[src/rtl/acc_seq_pkg.sv]
// Shared types and helpers for the sequenced shift-add multiplier.
package acc_seq_pkg;

    typedef enum logic [1:0] {
        IDLE = 2'b00,
        LOAD = 2'b01,
        RUN  = 2'b10,
        DONE = 2'b11
    } state_t;

    // Step counter must be able to hold W-1.
    function automatic int unsigned cnt_w(input int unsigned w);
        return int'($clog2(w)) + 1;
    endfunction

endpackage

[src/rtl/acc_shift_add_seq_if.sv]
// Start/Busy/Done handshake and operand/product bus of the shift-add multiplier.
interface acc_shift_add_seq_if #(
    parameter int unsigned W = 4
);
    logic             Start;
    logic [W-1:0]     Multiplicand;
    logic [W-1:0]     Multiplier;
    logic             Busy;
    logic             Done;
    logic [2*W-1:0]   Produto;

    modport master (
        output Start, Multiplicand, Multiplier,
        input  Busy, Done, Produto
    );

    modport slave (
        input  Start, Multiplicand, Multiplier,
        output Busy, Done, Produto
    );
endinterface

[src/rtl/acc_dp.sv]
// Accumulator datapath: {partial product, multiplier} register, adder and shifter.
// SIGNED_MUL_EN selects two's-complement operands with a final subtract step.
module acc_dp #(
    parameter int unsigned W = 4
) (
    input  logic             clk,
    input  logic             rst_n,
    input  logic             ld,
    input  logic             step,
    input  logic             last,
    input  logic [W-1:0]     a,
    input  logic [W-1:0]     b,
    output logic [2*W-1:0]   prod_c
);
    localparam int unsigned AW = 2*W + 1;

    logic [AW-1:0] acc_q;
    logic [AW-1:0] acc_nxt;
    logic [W-1:0]  mcand_q;
    logic [W:0]    hi;
    logic [W:0]    addend;
    logic [W:0]    sum;

    // One combined add-and-shift; acc[2W] keeps the carry until the shift.
    always_comb begin
        hi = acc_q[AW-1:W];
`ifdef SIGNED_MUL_EN
        addend  = acc_q[0] ? {mcand_q[W-1], mcand_q} : '0;
        sum     = last ? (hi - addend) : (hi + addend);
        acc_nxt = {sum[W], sum, acc_q[W-1:1]};
`else
        addend  = acc_q[0] ? {1'b0, mcand_q} : '0;
        sum     = hi + addend;
        acc_nxt = {1'b0, sum, acc_q[W-1:1]};
`endif
    end

`ifndef SIGNED_MUL_EN
    logic unused_last;
    assign unused_last = last;
`endif

    always_ff @(posedge clk) begin
        if (!rst_n) begin
            acc_q   <= '0;
            mcand_q <= '0;
        end else if (ld) begin
            mcand_q <= a;
            acc_q   <= {{(W+1){1'b0}}, b};
        end else if (step) begin
            acc_q   <= acc_nxt;
        end
    end

    // Post-shift value, so the product can be captured on the last step edge.
    assign prod_c = acc_nxt[2*W-1:0];

endmodule

[src/rtl/acc_shift_add_seq.sv]
// Sequenced shift-add multiplier: FSM, step counter and registered Busy/Done/Produto.
// Optional macro SIGNED_MUL_EN switches the datapath to two's-complement operands.
module acc_shift_add_seq
    import acc_seq_pkg::*;
#(
    parameter int unsigned W     = 4,
    parameter int unsigned CNT_W = cnt_w(W)
) (
    input  logic                 Clk,
    input  logic                 Rst_n,
    acc_shift_add_seq_if.slave   bus
);
    state_t             state_q;
    state_t             state_d;
    logic [CNT_W-1:0]   cnt_q;
    logic               ld_c;
    logic               step_c;
    logic               last_c;
    logic [2*W-1:0]     prod_c;
    logic               busy_q;
    logic               done_q;
    logic [2*W-1:0]     produto_q;

    acc_dp #(.W(W)) u_dp (
        .clk    (Clk),
        .rst_n  (Rst_n),
        .ld     (ld_c),
        .step   (step_c),
        .last   (last_c),
        .a      (bus.Multiplicand),
        .b      (bus.Multiplier),
        .prod_c (prod_c)
    );

    // Next-state and datapath strobes; Start only matters in IDLE.
    always_comb begin
        state_d = state_q;
        ld_c    = 1'b0;
        step_c  = 1'b0;
        last_c  = 1'b0;
        case (state_q)
            IDLE: begin
                if (bus.Start) begin
                    ld_c    = 1'b1;
                    state_d = LOAD;
                end
            end
            LOAD: state_d = RUN;
            RUN: begin
                step_c = 1'b1;
                if (cnt_q == CNT_W'(W - 1)) begin
                    last_c  = 1'b1;
                    state_d = DONE;
                end
            end
            DONE:    state_d = IDLE;
            default: state_d = IDLE;
        endcase
    end

    always_ff @(posedge Clk) begin
        if (!Rst_n) begin
            state_q <= IDLE;
            cnt_q   <= '0;
        end else begin
            state_q <= state_d;
            if (ld_c) begin
                cnt_q <= '0;
            end else if (step_c) begin
                cnt_q <= cnt_q + CNT_W'(1);
            end
        end
    end

    // Outputs follow the next state so they line up with the state they describe.
    always_ff @(posedge Clk) begin
        if (!Rst_n) begin
            busy_q    <= 1'b0;
            done_q    <= 1'b0;
            produto_q <= '0;
        end else begin
            busy_q <= (state_d == LOAD) || (state_d == RUN);
            done_q <= (state_d == DONE);
            if (last_c) begin
                produto_q <= prod_c;
            end
        end
    end

    assign bus.Busy    = busy_q;
    assign bus.Done    = done_q;
    assign bus.Produto = produto_q;

endmodule
[src/flat_wrapper.sv]
// flat-port wrapper written by rule: the top's interface ports become plain ports
module acc_shift_add_seq_flat import acc_seq_pkg::*;
#(
    parameter int unsigned W     = 4,
    parameter int unsigned CNT_W = cnt_w(W)
)
  (Clk, Rst_n, bus_Start, bus_Multiplicand, bus_Multiplier, bus_Busy, bus_Done, bus_Produto);
  acc_shift_add_seq_if #(.W(W)) bus_i ();
  input  logic Clk;
  input  logic Rst_n;
  input wire logic [$bits(bus_i.Start)-1:0] bus_Start;
  input wire logic [$bits(bus_i.Multiplicand)-1:0] bus_Multiplicand;
  input wire logic [$bits(bus_i.Multiplier)-1:0] bus_Multiplier;
  output wire logic [$bits(bus_i.Busy)-1:0] bus_Busy;
  output wire logic [$bits(bus_i.Done)-1:0] bus_Done;
  output wire logic [$bits(bus_i.Produto)-1:0] bus_Produto;
  assign bus_i.Start = bus_Start;
  assign bus_i.Multiplicand = bus_Multiplicand;
  assign bus_i.Multiplier = bus_Multiplier;
  assign bus_Busy = bus_i.Busy;
  assign bus_Done = bus_i.Done;
  assign bus_Produto = bus_i.Produto;
  acc_shift_add_seq #(.W(W), .CNT_W(CNT_W)) u_core (.Clk(Clk), .Rst_n(Rst_n), .bus(bus_i));
endmodule
[config.mk]
export PLATFORM = sky130hd
export DESIGN_NAME = acc_shift_add_seq_flat
export DESIGN_NICKNAME = d
export VERILOG_FILES = /design/src/rtl/acc_seq_pkg.sv /design/src/rtl/acc_shift_add_seq_if.sv /design/src/rtl/acc_dp.sv /design/src/rtl/acc_shift_add_seq.sv /design/src/flat_wrapper.sv
export SDC_FILE = /design/constraint.sdc
export NUM_CORES = 1
export LEC_CHECK = 0
export BUFFER_PORTS_ARGS = -buffer_cell sky130_fd_sc_hd__buf_2
export CAP_MARGIN = 25
export CORE_ASPECT_RATIO = 1.1
export CORE_MARGIN = 2
export CORE_UTILIZATION = 50
export CTS_CLUSTER_SIZE = 8
export DETAILED_ROUTE_END_ITERATION = 6
export PLACE_DENSITY = 0.73
export SLEW_MARGIN = 20
export SYNTH_ARGS = -nofsm -noshare
export SYNTH_HDL_FRONTEND = slang
export SYNTH_HIERARCHICAL = 1
export SYNTH_SLANG_ARGS = --single-unit
export TNS_END_PERCENT = 30
[constraint.sdc]
create_clock -name Clk -period 2.08 [get_ports Clk]
set_clock_uncertainty 0.2 [all_clocks]
set_input_delay 0.416 -clock Clk [delete_from_list [all_inputs] [get_ports Clk]]
set_output_delay 0.416 -clock Clk [all_outputs]
set_load 0.05 [all_outputs]
==> results of run 1 <==
[state kept, by name, summed over array words and instances, names as in the netlist]
register	flops
u_core/u_dp/acc_q	8
u_core/u_dp/mcand_q	4
u_core/bus.Busy	1
u_core/cnt_q	3
u_core/bus.Done	1
u_core/state_q	2
u_core/bus.Produto	8
[per-layer routing]
layer  GRT usage  vias up  routed length (um)
met3      0.0328        7                  99
met4       0.100        0                  59
met2       0.277       17                1170
li1            -      524                   -
met5           0        -                   0
met1       0.217      472                1130
[power groups by stage]
stage | sequential, mW | combinational, mW | clock, mW
6_report | 0.637 | 0.580 | 0.230
5_1_grt | 0.647 | 0.651 | 0.260
4_1_cts | 0.638 | 0.583 | 0.243
3_5_place_dp | 0.649 | 0.581 | 0
3_3_place_gp | 0.644 | 0.557 | 0
2_1_floorplan | 0.679 | 0.446 | 0
[metrics by stage]
stage	power (mW)	area [um^2]	utilization	setup slack [ps]
global placement	1.20	1510	0.560	182
detailed placement	1.23	1510	0.560	156
global route	1.56	1540	0.570	6.01
floorplan	1.13	1400	-	260
CTS	1.46	1540	0.570	140
finish	1.45	1540	0.570	157
[worst min-delay path, stage by stage]
cell	delay (ps)
buf_2	70
mux2i_1	60
nor2b_1	100
[cell type report]
type	instances	share of cell area
clock buffers	3	0.0146
clock inverters	1	0.00325
inverters	8	0.0195
multi-input cells	98	0.496
flip-flops and latches	27	0.351
well taps	33	0.0268
repair buffers	25	0.0894
[worst min-delay path by stage]
stage / endpoint
global placement: u_core/u_dp/acc_q[7]
global route: u_core/u_dp/mcand_q[3]
floorplan: u_core/u_dp/acc_q[7]
CTS: u_core/u_dp/mcand_q[2]
finish: u_core/u_dp/mcand_q[2]
detailed placement: u_core/u_dp/acc_q[7]
==> metrics.csv, run 1 <==
stage,metric,value,unit
setup_path,timing.rr.start,u_core/u_dp/acc_q[0],
routing,ant_nets,0,
clocking,cts_root_buf,clkbuf_4,
routing,drtPass1Iterations,4,
clocking,cts_buffers,3,
setup_path,worstSetupEndpoint,u_core/bus.Produto[5],
yosys,avgSynthCellArea,9.84,um^2
routing,num_vias,1020,
setup_path,slowest_stage,dfxtp_1,
timing,final_max_slew_viol_count,0,
routing,wirelength,2460,um
setup_path,path_cells,and2_1 -> ha_1 -> inv_1 -> fa_1 -> xnor2_1 -> and3_1 -> o21a_1,
placed_design,numPortBuffers,20,
timing,fin_hold_ws,140,ps
setup_path,reg2reg_to,u_core/bus.Produto[5],
setup_path,crit_fanout,5,
floorplanning,core_area,0.00270,mm^2
final_layout,multi_input_area,763,um^2
timing,max_freq,0.520,GHz
timing,rsz0062_at_grt,no,
setup_path,slowest_delay,390,ps
routing,drc,0,
setup_path,r2r_slack,160,ps
floorplanning,std_cell_rows,20,
floorplanning,dieHeight,59.5,um
timing,hold_viol,0,
final_layout,fillers,244,
setup_path,cp.depth,7,
clocking,h-tree-depth,1,
setup_path,critPathLaunch,u_core/u_dp/acc_q[0],
setup_path,crit_required,2130,ps
setup_path,rr_worst_depth,7,
power,clock_power_share,0.159,
yosys,ys_warn_count,6,
job,max-cap-violations,0,
timing,fin_tns_setup,0,ps
floorplanning,initial_core_util,0.517,
setup_path,worstSetupEndpointType,flip-flop,
global_routing,antenna_found_initial,0,
global_routing,first_global_vias,922,
clocking,cts_resized,0,
final_layout,final_cells,195,
timing,setup_viol,0,
power,p_sw_frac,0.365,
yosys,synth_nets,164,
yosys,synth_area,0.00140,mm^2
routing,drt_iter0_markers,20,
worst_hold_path,holdCritStartpoint,bus_Multiplicand[2],
worst_hold_path,min_path_type,input pin to flip-flop,
setup_path,crit_family,adder cells,
clocking,ctsHoldBuffers,0,
timing,period_share,0.925,
power,switchingPower,529,uW
setup_path,critPathKind,flip-flop to flip-flop,
floorplanning,pin_count,21,
global_routing,grt_max_degree,29,
final_layout,final_common_cell,dfxtp_1,
yosys,synthesis.instances,142,
clocking,cts_tree,yes,
power,pwr-share-seq,0.440,
final_layout,drive_above_1_share,0.210,
timing,min_period,1920,ps
placed_design,dp_cells,191,
floorplanning,fp.dieW,54.4,um
setup_path,startpoint_type,flip-flop,
setup_path,path_buf_inv,1,
power,vdd_drop_max,0.669,mV
final_layout,mostFrequentLayoutCells,"dfxtp_1, buf_2, and2_1, mux2i_1, ha_1",
worst_hold_path,holdPathStages,3,
final_layout,antenna_cells,0,
clocking,post-cts-setup-buffer-count,0,
global_routing,grt_usage,0.175,
power,pwr-share-comb,0.401,
clocking,clk_latency,330,ps
routing,vias_per_cell,5.23,
routing,wl_per_cell,12.6,um
floorplanning,die_area,0.00323,mm^2
global_routing,grt_pass1_wl,4040,um
clocking,clkTransAtPathRegs,150,ps
final_layout,area.growth.synth_to_final,10.2,%
clocking,cts_sinks,27,
power,cellLeakagePower,0.722,nW
power,p_per_area,940,mW/mm^2
setup_path,cp_data_arrival_time,1970,ps
global_routing,overflow,0,
timing,max-slew-margin-rel,0.825,
status,status,"finished, final reports clean",
timing,worstMarginPinSlew,262,ps
final_layout,nets,185,
power,p_int,919,uW
final_layout,seqCellArea,541,um^2
placed_design,gp_congestion,0.848,
clocking,clock_path_buffers,2,
placed_design,dpl.hpwl,1870,um
Note: power is estimated with default switching activity, not from simulation.
==> run 2: changes to the inputs <==
- PLACE_DENSITY: 0.73 -> 0.74
- SYNTH_HIERARCHICAL: 1 -> unset
==> metrics.csv, run 2 <==
stage,metric,value,unit
status,status,"finished, final reports clean",
routing,drc,0,
setup_path,worstSetupEndpointType,flip-flop,
setup_path,crit_required,2100,ps
yosys,yosys-top-cells-area,"dfxtp_1, ha_1, nand2_1",
routing,drtPass1Iterations,4,
power,cellLeakagePower,0.608,nW
global_routing,first_global_vias,986,
setup_path,slowest_delay,370,ps
yosys,ys_warn_count,0,
power,vdd_drop_max,0.768,mV
timing,period_share,0.935,
timing,worstMarginPinSlew,360,ps
timing,rsz0062_at_grt,no,
yosys,yosys.area.top_type,dfxtp_1,
yosys,async_flop_share,0,
clocking,ctsHoldBuffers,0,
yosys,synth_nets,156,
routing,drt_iter0_markers,21,
power,total_power,1.38,mW
global_routing,antenna_found_initial,0,
setup_path,slowest_stage,dfxtp_1,
floorplanning,fp.dieW,51.6,um
yosys,post-synth-top-count-cell,dfxtp_1,
timing,min_period,1940,ps
final_layout,fillers,231,
yosys,synthFlopType,dfxtp_1,
placed_design,dpl.hpwl,1760,um
yosys,synth_top_area_frac,0.434,
yosys,avgSynthCellArea,9.30,um^2
floorplanning,pin_count,21,
placed_design,post-place-ws,164,ps
routing,num_vias,950,
timing,max-slew-margin-rel,0.760,
timing,max_freq,0.514,GHz
clocking,cts_tree,yes,
setup_path,critPathKind,flip-flop to flip-flop,
timing,fin_tns_setup,0,ps
yosys,synth_common_cells,"dfxtp_1, nand2_1, a21oi_1",
setup_path,startpoint_type,flip-flop,
setup_path,timing.rr.start,u_core.u_dp.acc_q[0],
floorplanning,core_area,0.00230,mm^2
final_layout,drive_above_1_share,0.201,
final_layout,nets,177,
placed_design,dp_cells,180,
clocking,cts_resized,0,
floorplanning,die_area,0.00291,mm^2
final_layout,mostFrequentLayoutCells,"dfxtp_1, buf_2, nand2_1, a21oi_1, nor2_1",
yosys,synth_area,0.00125,mm^2
yosys,synth_edf_count,0,
timing,hold_viol,0,
placed_design,gp_congestion,0.862,
floorplanning,dieHeight,56.4,um
final_layout,area.growth.synth_to_final,11.2,%
setup_path,crit_fanout,5,
clocking,cts_buffers,3,
clocking,clock_path_buffers,2,
routing,wirelength,2290,um
timing,worst_slack,135,ps
routing,vias_per_cell,5.16,
final_layout,antenna_cells,0,
placed_design,numPortBuffers,20,
setup_path,path_cells,and2_1 -> ha_1 -> a21oi_1 -> a2111oi_2 -> or3_1,
clocking,post-cts-setup-buffer-count,0,
routing,ant_nets,0,
setup_path,reg2reg_to,u_core.u_dp.acc_q[6],
final_layout,final_cells,184,
setup_path,cp_data_arrival_time,1960,ps
clocking,cts_root_buf,clkbuf_4,
global_routing,grt_usage,0.186,
setup_path,rr_worst_depth,5,
yosys,ys_seq_elements,27,
clocking,cts_sinks,27,
setup_path,critPathLaunch,u_core.u_dp.acc_q[0],
timing,fin_hold_ws,130,ps
job,max-cap-violations,0,
final_layout,postLayoutCellArea,0.00139,mm^2
clocking,clk_latency,320,ps
clocking,clkTransAtPathRegs,150,ps
final_layout,postLayoutCoreUtil,0.603,
yosys,synthesis.instances,134,
global_routing,grt_max_degree,16,
yosys,ys_seq_area_frac,0.434,
floorplanning,initial_core_util,0.542,
timing,final_max_slew_viol_count,0,
placed_design,postPlaceCellArea,0.00136,mm^2
routing,wl_per_cell,12.5,um
clocking,h-tree-depth,1,
global_routing,grt_pass1_wl,4220,um
power,p_per_area,996,mW/mm^2
timing,setup_viol,0,
final_layout,final_common_cell,dfxtp_1,
setup_path,r2r_slack,140,ps
floorplanning,std_cell_rows,18,
global_routing,overflow,0,
yosys,synth_cell_types,26,
worst_hold_path,min_path_type,input pin to flip-flop,
setup_path,worstSetupEndpoint,u_core.u_dp.acc_q[6],
## run 2: kinds of logic after synthesis
family	Yosys count	share of synthesized area
fa+ha+maj	11	0.116
compound gates	27	0.147
simple gates	49	0.186
flops	27	0.434
buf+inv	11	0.0472
xor+xnor	2	0.0141
mux	7	0.0562
## run 2: worst min-delay path by stage
| stage | startpoint | slack [ps] | to | cells after the start |
|---|---|---|---|---|
| finish | bus_Multiplicand[1] | 130 | u_core.u_dp.mcand_q[1] | 3 |
| global route | bus_Multiplicand[2] | 140 | u_core.u_dp.mcand_q[2] | 3 |
| CTS | bus_Multiplicand[3] | 130 | u_core.u_dp.mcand_q[3] | 3 |
| detailed placement | u_core.bus.Produto[0] | 250 | u_core.bus.Produto[0] | 2 |
| global placement | u_core.bus.Produto[1] | 240 | u_core.bus.Produto[1] | 2 |
| floorplan | u_core.u_dp.mcand_q[0] | 230 | u_core.u_dp.mcand_q[0] | 2 |
## run 2: power breakdown
part / switching, mW / internal [mW] / total, mW / leakage (nW)
clock: 0.152 / 0.0719 / 0.224 / 0.0177
sequential: 0.0507 / 0.604 / 0.655 / 0.220
combinational: 0.299 / 0.204 / 0.503 / 0.370
total: 0.502 / 0.880 / 1.38 / 0.608
## run 2: critical path, delay by kind of cell, from the launching register on
family          cells  cell delay [ps]
simple gates        2              530
flops               1              370
compound gates      2              410
fa+ha+maj           1              330
## run 2: final cells by class
class | instances | area, um^2 | share of cell area
clock buffer | 3 | 22.5 | 0.0162
clock inverter | 1 | 5.00 | 0.00361
tap | 30 | 37.5 | 0.0271
inverter | 5 | 18.8 | 0.0135
timing repair buffer | 22 | 115 | 0.0830
multi-input combinational | 96 | 647 | 0.467
sequential | 27 | 541 | 0.390
## run 2: metal layers
layer	wire length, um	up-vias	global-route usage
met5	0	-	0
met4	50	0	0.0639
met3	79	6	0.0239
met2	1090	21	0.306
met1	1070	427	0.247
li1	-	496	-
==> run 3: changes to the inputs <==
- CORE_UTILIZATION: 50 -> 49
- PLACE_DENSITY: 0.74 -> 0.76
- clock period: 2.08 -> 1.78 ns (I/O delays scaled with it)
==> metrics.csv, run 3 (synthesis gave the netlist of run 2 again) <==
stage,metric,value,unit
final_layout,mostFrequentLayoutCells,"dfxtp_1, buf_2, nand2_1, nor2_1, a21oi_1",
final_layout,postLayoutCoreUtil,0.616,
placed_design,post-place-ws,-110,ps
routing,drc,0,
power,clock_power_share,0.160,
setup_path,critPathLaunch,u_core.u_dp.acc_q[0],
placed_design,gp_congestion,0.792,
global_routing,gr-usage-met2,0.298,
global_routing,overflow,0,
global_routing,first_global_vias,997,
status,status,"finished, final reports clean",
floorplanning,std_cell_rows,19,
timing,final_max_slew_viol_count,0,
power,switchingPower,636,uW
clocking,h-tree-depth,1,
setup_path,worstSetupEndpointType,flip-flop,
floorplanning,die_area,0.00296,mm^2
clocking,cts_tree,yes,
power,pwr-share-comb,0.390,
final_layout,nets,184,
timing,max-slew-margin-rel,0.786,
global_routing,grt_max_degree,17,
global_routing,busiest_layer,met2,
global_routing,antenna_found_initial,0,
clocking,clk_latency,340,ps
timing,hold_viol,0,
final_layout,drive_above_1_share,0.304,
routing,ant_nets,0,
routing,drt_iter0_markers,27,
power,total_power,1.72,mW
clocking,cts_buffers,3,
floorplanning,fp.dieW,52.1,um
clocking,clock_path_buffers,2,
placed_design,dpl.hpwl,1940,um
job,max-cap-violations,0,
setup_path,timing.rr.start,u_core.u_dp.acc_q[0],
routing,num_vias,1026,
global_routing,met3_usage,0.0346,
timing,setup_viol,0,
setup_path,crit_fanout,5,
floorplanning,core_area,0.00245,mm^2
setup_path,path_cells,and2_4 -> ha_4 -> fa_2 -> a21o_1 -> a21oi_2 -> a211oi_1,
timing,max_freq,0.563,GHz
power,cellLeakagePower,0.639,nW
setup_path,cp_data_arrival_time,1800,ps
timing,min_period,1780,ps
timing,worstMarginPinSlew,321,ps
power,p_sw_frac,0.369,
worst_hold_path,holdCritStartpoint,bus_Multiplicand[3],
routing,drtPass1Iterations,4,
routing,wl_per_cell,13.6,um
final_layout,fillers,213,
global_routing,grt_pass1_wl,4200,um
final_layout,final_common_cell,dfxtp_1,
final_layout,antenna_cells,0,
worst_hold_path,min_path_type,input pin to flip-flop,
routing,vias_per_cell,5.34,
clocking,clkTransAtPathRegs,150,ps
power,p_int,1.09,mW
clocking,cts_root_buf,clkbuf_4,
power,vdd_drop_max,1.06,mV
clocking,cts_sinks,27,
setup_path,slowest_stage,dfxtp_2,
timing,period_share,0.998,
power,p_per_area,1140,mW/mm^2
floorplanning,pin_count,21,
timing,fin_hold_ws,43.0,ps
setup_path,startpoint_type,flip-flop,
global_routing,grt_usage,0.191,
timing,worst_slack,3.38,ps
floorplanning,initial_core_util,0.509,
setup_path,critPathKind,flip-flop to flip-flop,
setup_path,slowest_delay,370,ps
floorplanning,dieHeight,56.9,um
final_layout,area.growth.synth_to_final,21.0,%
routing,wirelength,2600,um
global_routing,use_met1,0.237,
clocking,ctsHoldBuffers,0,
placed_design,numPortBuffers,20,
setup_path,crit_required,1800,ps
timing,rsz0062_at_grt,yes,
power,pwr-share-seq,0.450,
run 3: changes by cell type in the layout (fill, tap and decap cells not counted), moves of 2 or more:
cell,before,now
a21oi_1,13,11
buf_4,2,9
ha_4,0,2
and2_1,5,3
dfxtp_2,0,2
dfxtp_1,27,25
and2_4,0,2
ha_1,10,8
run 3: layout make-up:
cell class | instances | area [um^2] | share of cell area
Clock inverter | 1 | 7.51 | 0.00498
Inverter | 5 | 18.8 | 0.0124
Sequential cell | 27 | 543 | 0.360
Multi-Input combinational cell | 96 | 709 | 0.471
Clock buffer | 3 | 22.5 | 0.0149
Timing Repair Buffer | 29 | 168 | 0.111
Tap cell | 31 | 38.8 | 0.0257
run 3: worst paths after layout:
check	slack, ps	end	cells after the start
max	3	u_core.u_dp.acc_q[7]	6
min	40	u_core.u_dp.mcand_q[3]	3
max reg2reg	3	u_core.u_dp.acc_q[7]	6
min reg2reg	260	u_core.bus.Produto[2]	2
run 3: timing repair:
action                     4_1_cts  5_1_grt
pin swaps                        3        5
setup endpoints to repair        5       10
resized for setup                7        7
buffers inserted                 1        0
run 3: routing by layer:
layer / up-vias / share of wire
li1: 519 / -
met1: 476 / 0.43
met2: 22 / 0.51
met3: 9 / 0.033
met4: 0 / 0.029
met5: - / 0
run 3: power by group through the flow:
| stage | clock (mW) | combinational, mW | sequential, mW |
|---|---|---|---|
| floorplan | 0 | 0.448 | 0.811 |
| global placement | 0 | 0.611 | 0.771 |
| detailed placement | 0 | 0.639 | 0.781 |
| CTS | 0.279 | 0.653 | 0.769 |
| global route | 0.302 | 0.738 | 0.785 |
| finish | 0.276 | 0.671 | 0.775 |
run 3: metrics by stage:
step	cells	instance area, um^2	TNS [ps]
3_5_place_dp	187	1410	-254
4_1_cts	192	1480	0
6_report	192	1510	0
2_1_floorplan	134	1250	-4.10
5_1_grt	192	1510	-204
3_3_place_gp	187	1410	-96.0
run 3: critical path: cells and delay by family, from the launching register on:
family | cells | cell delay, ps
simple gates | 1 | 170
compound gates | 3 | 430
fa+ha+maj | 2 | 500
flops | 1 | 370
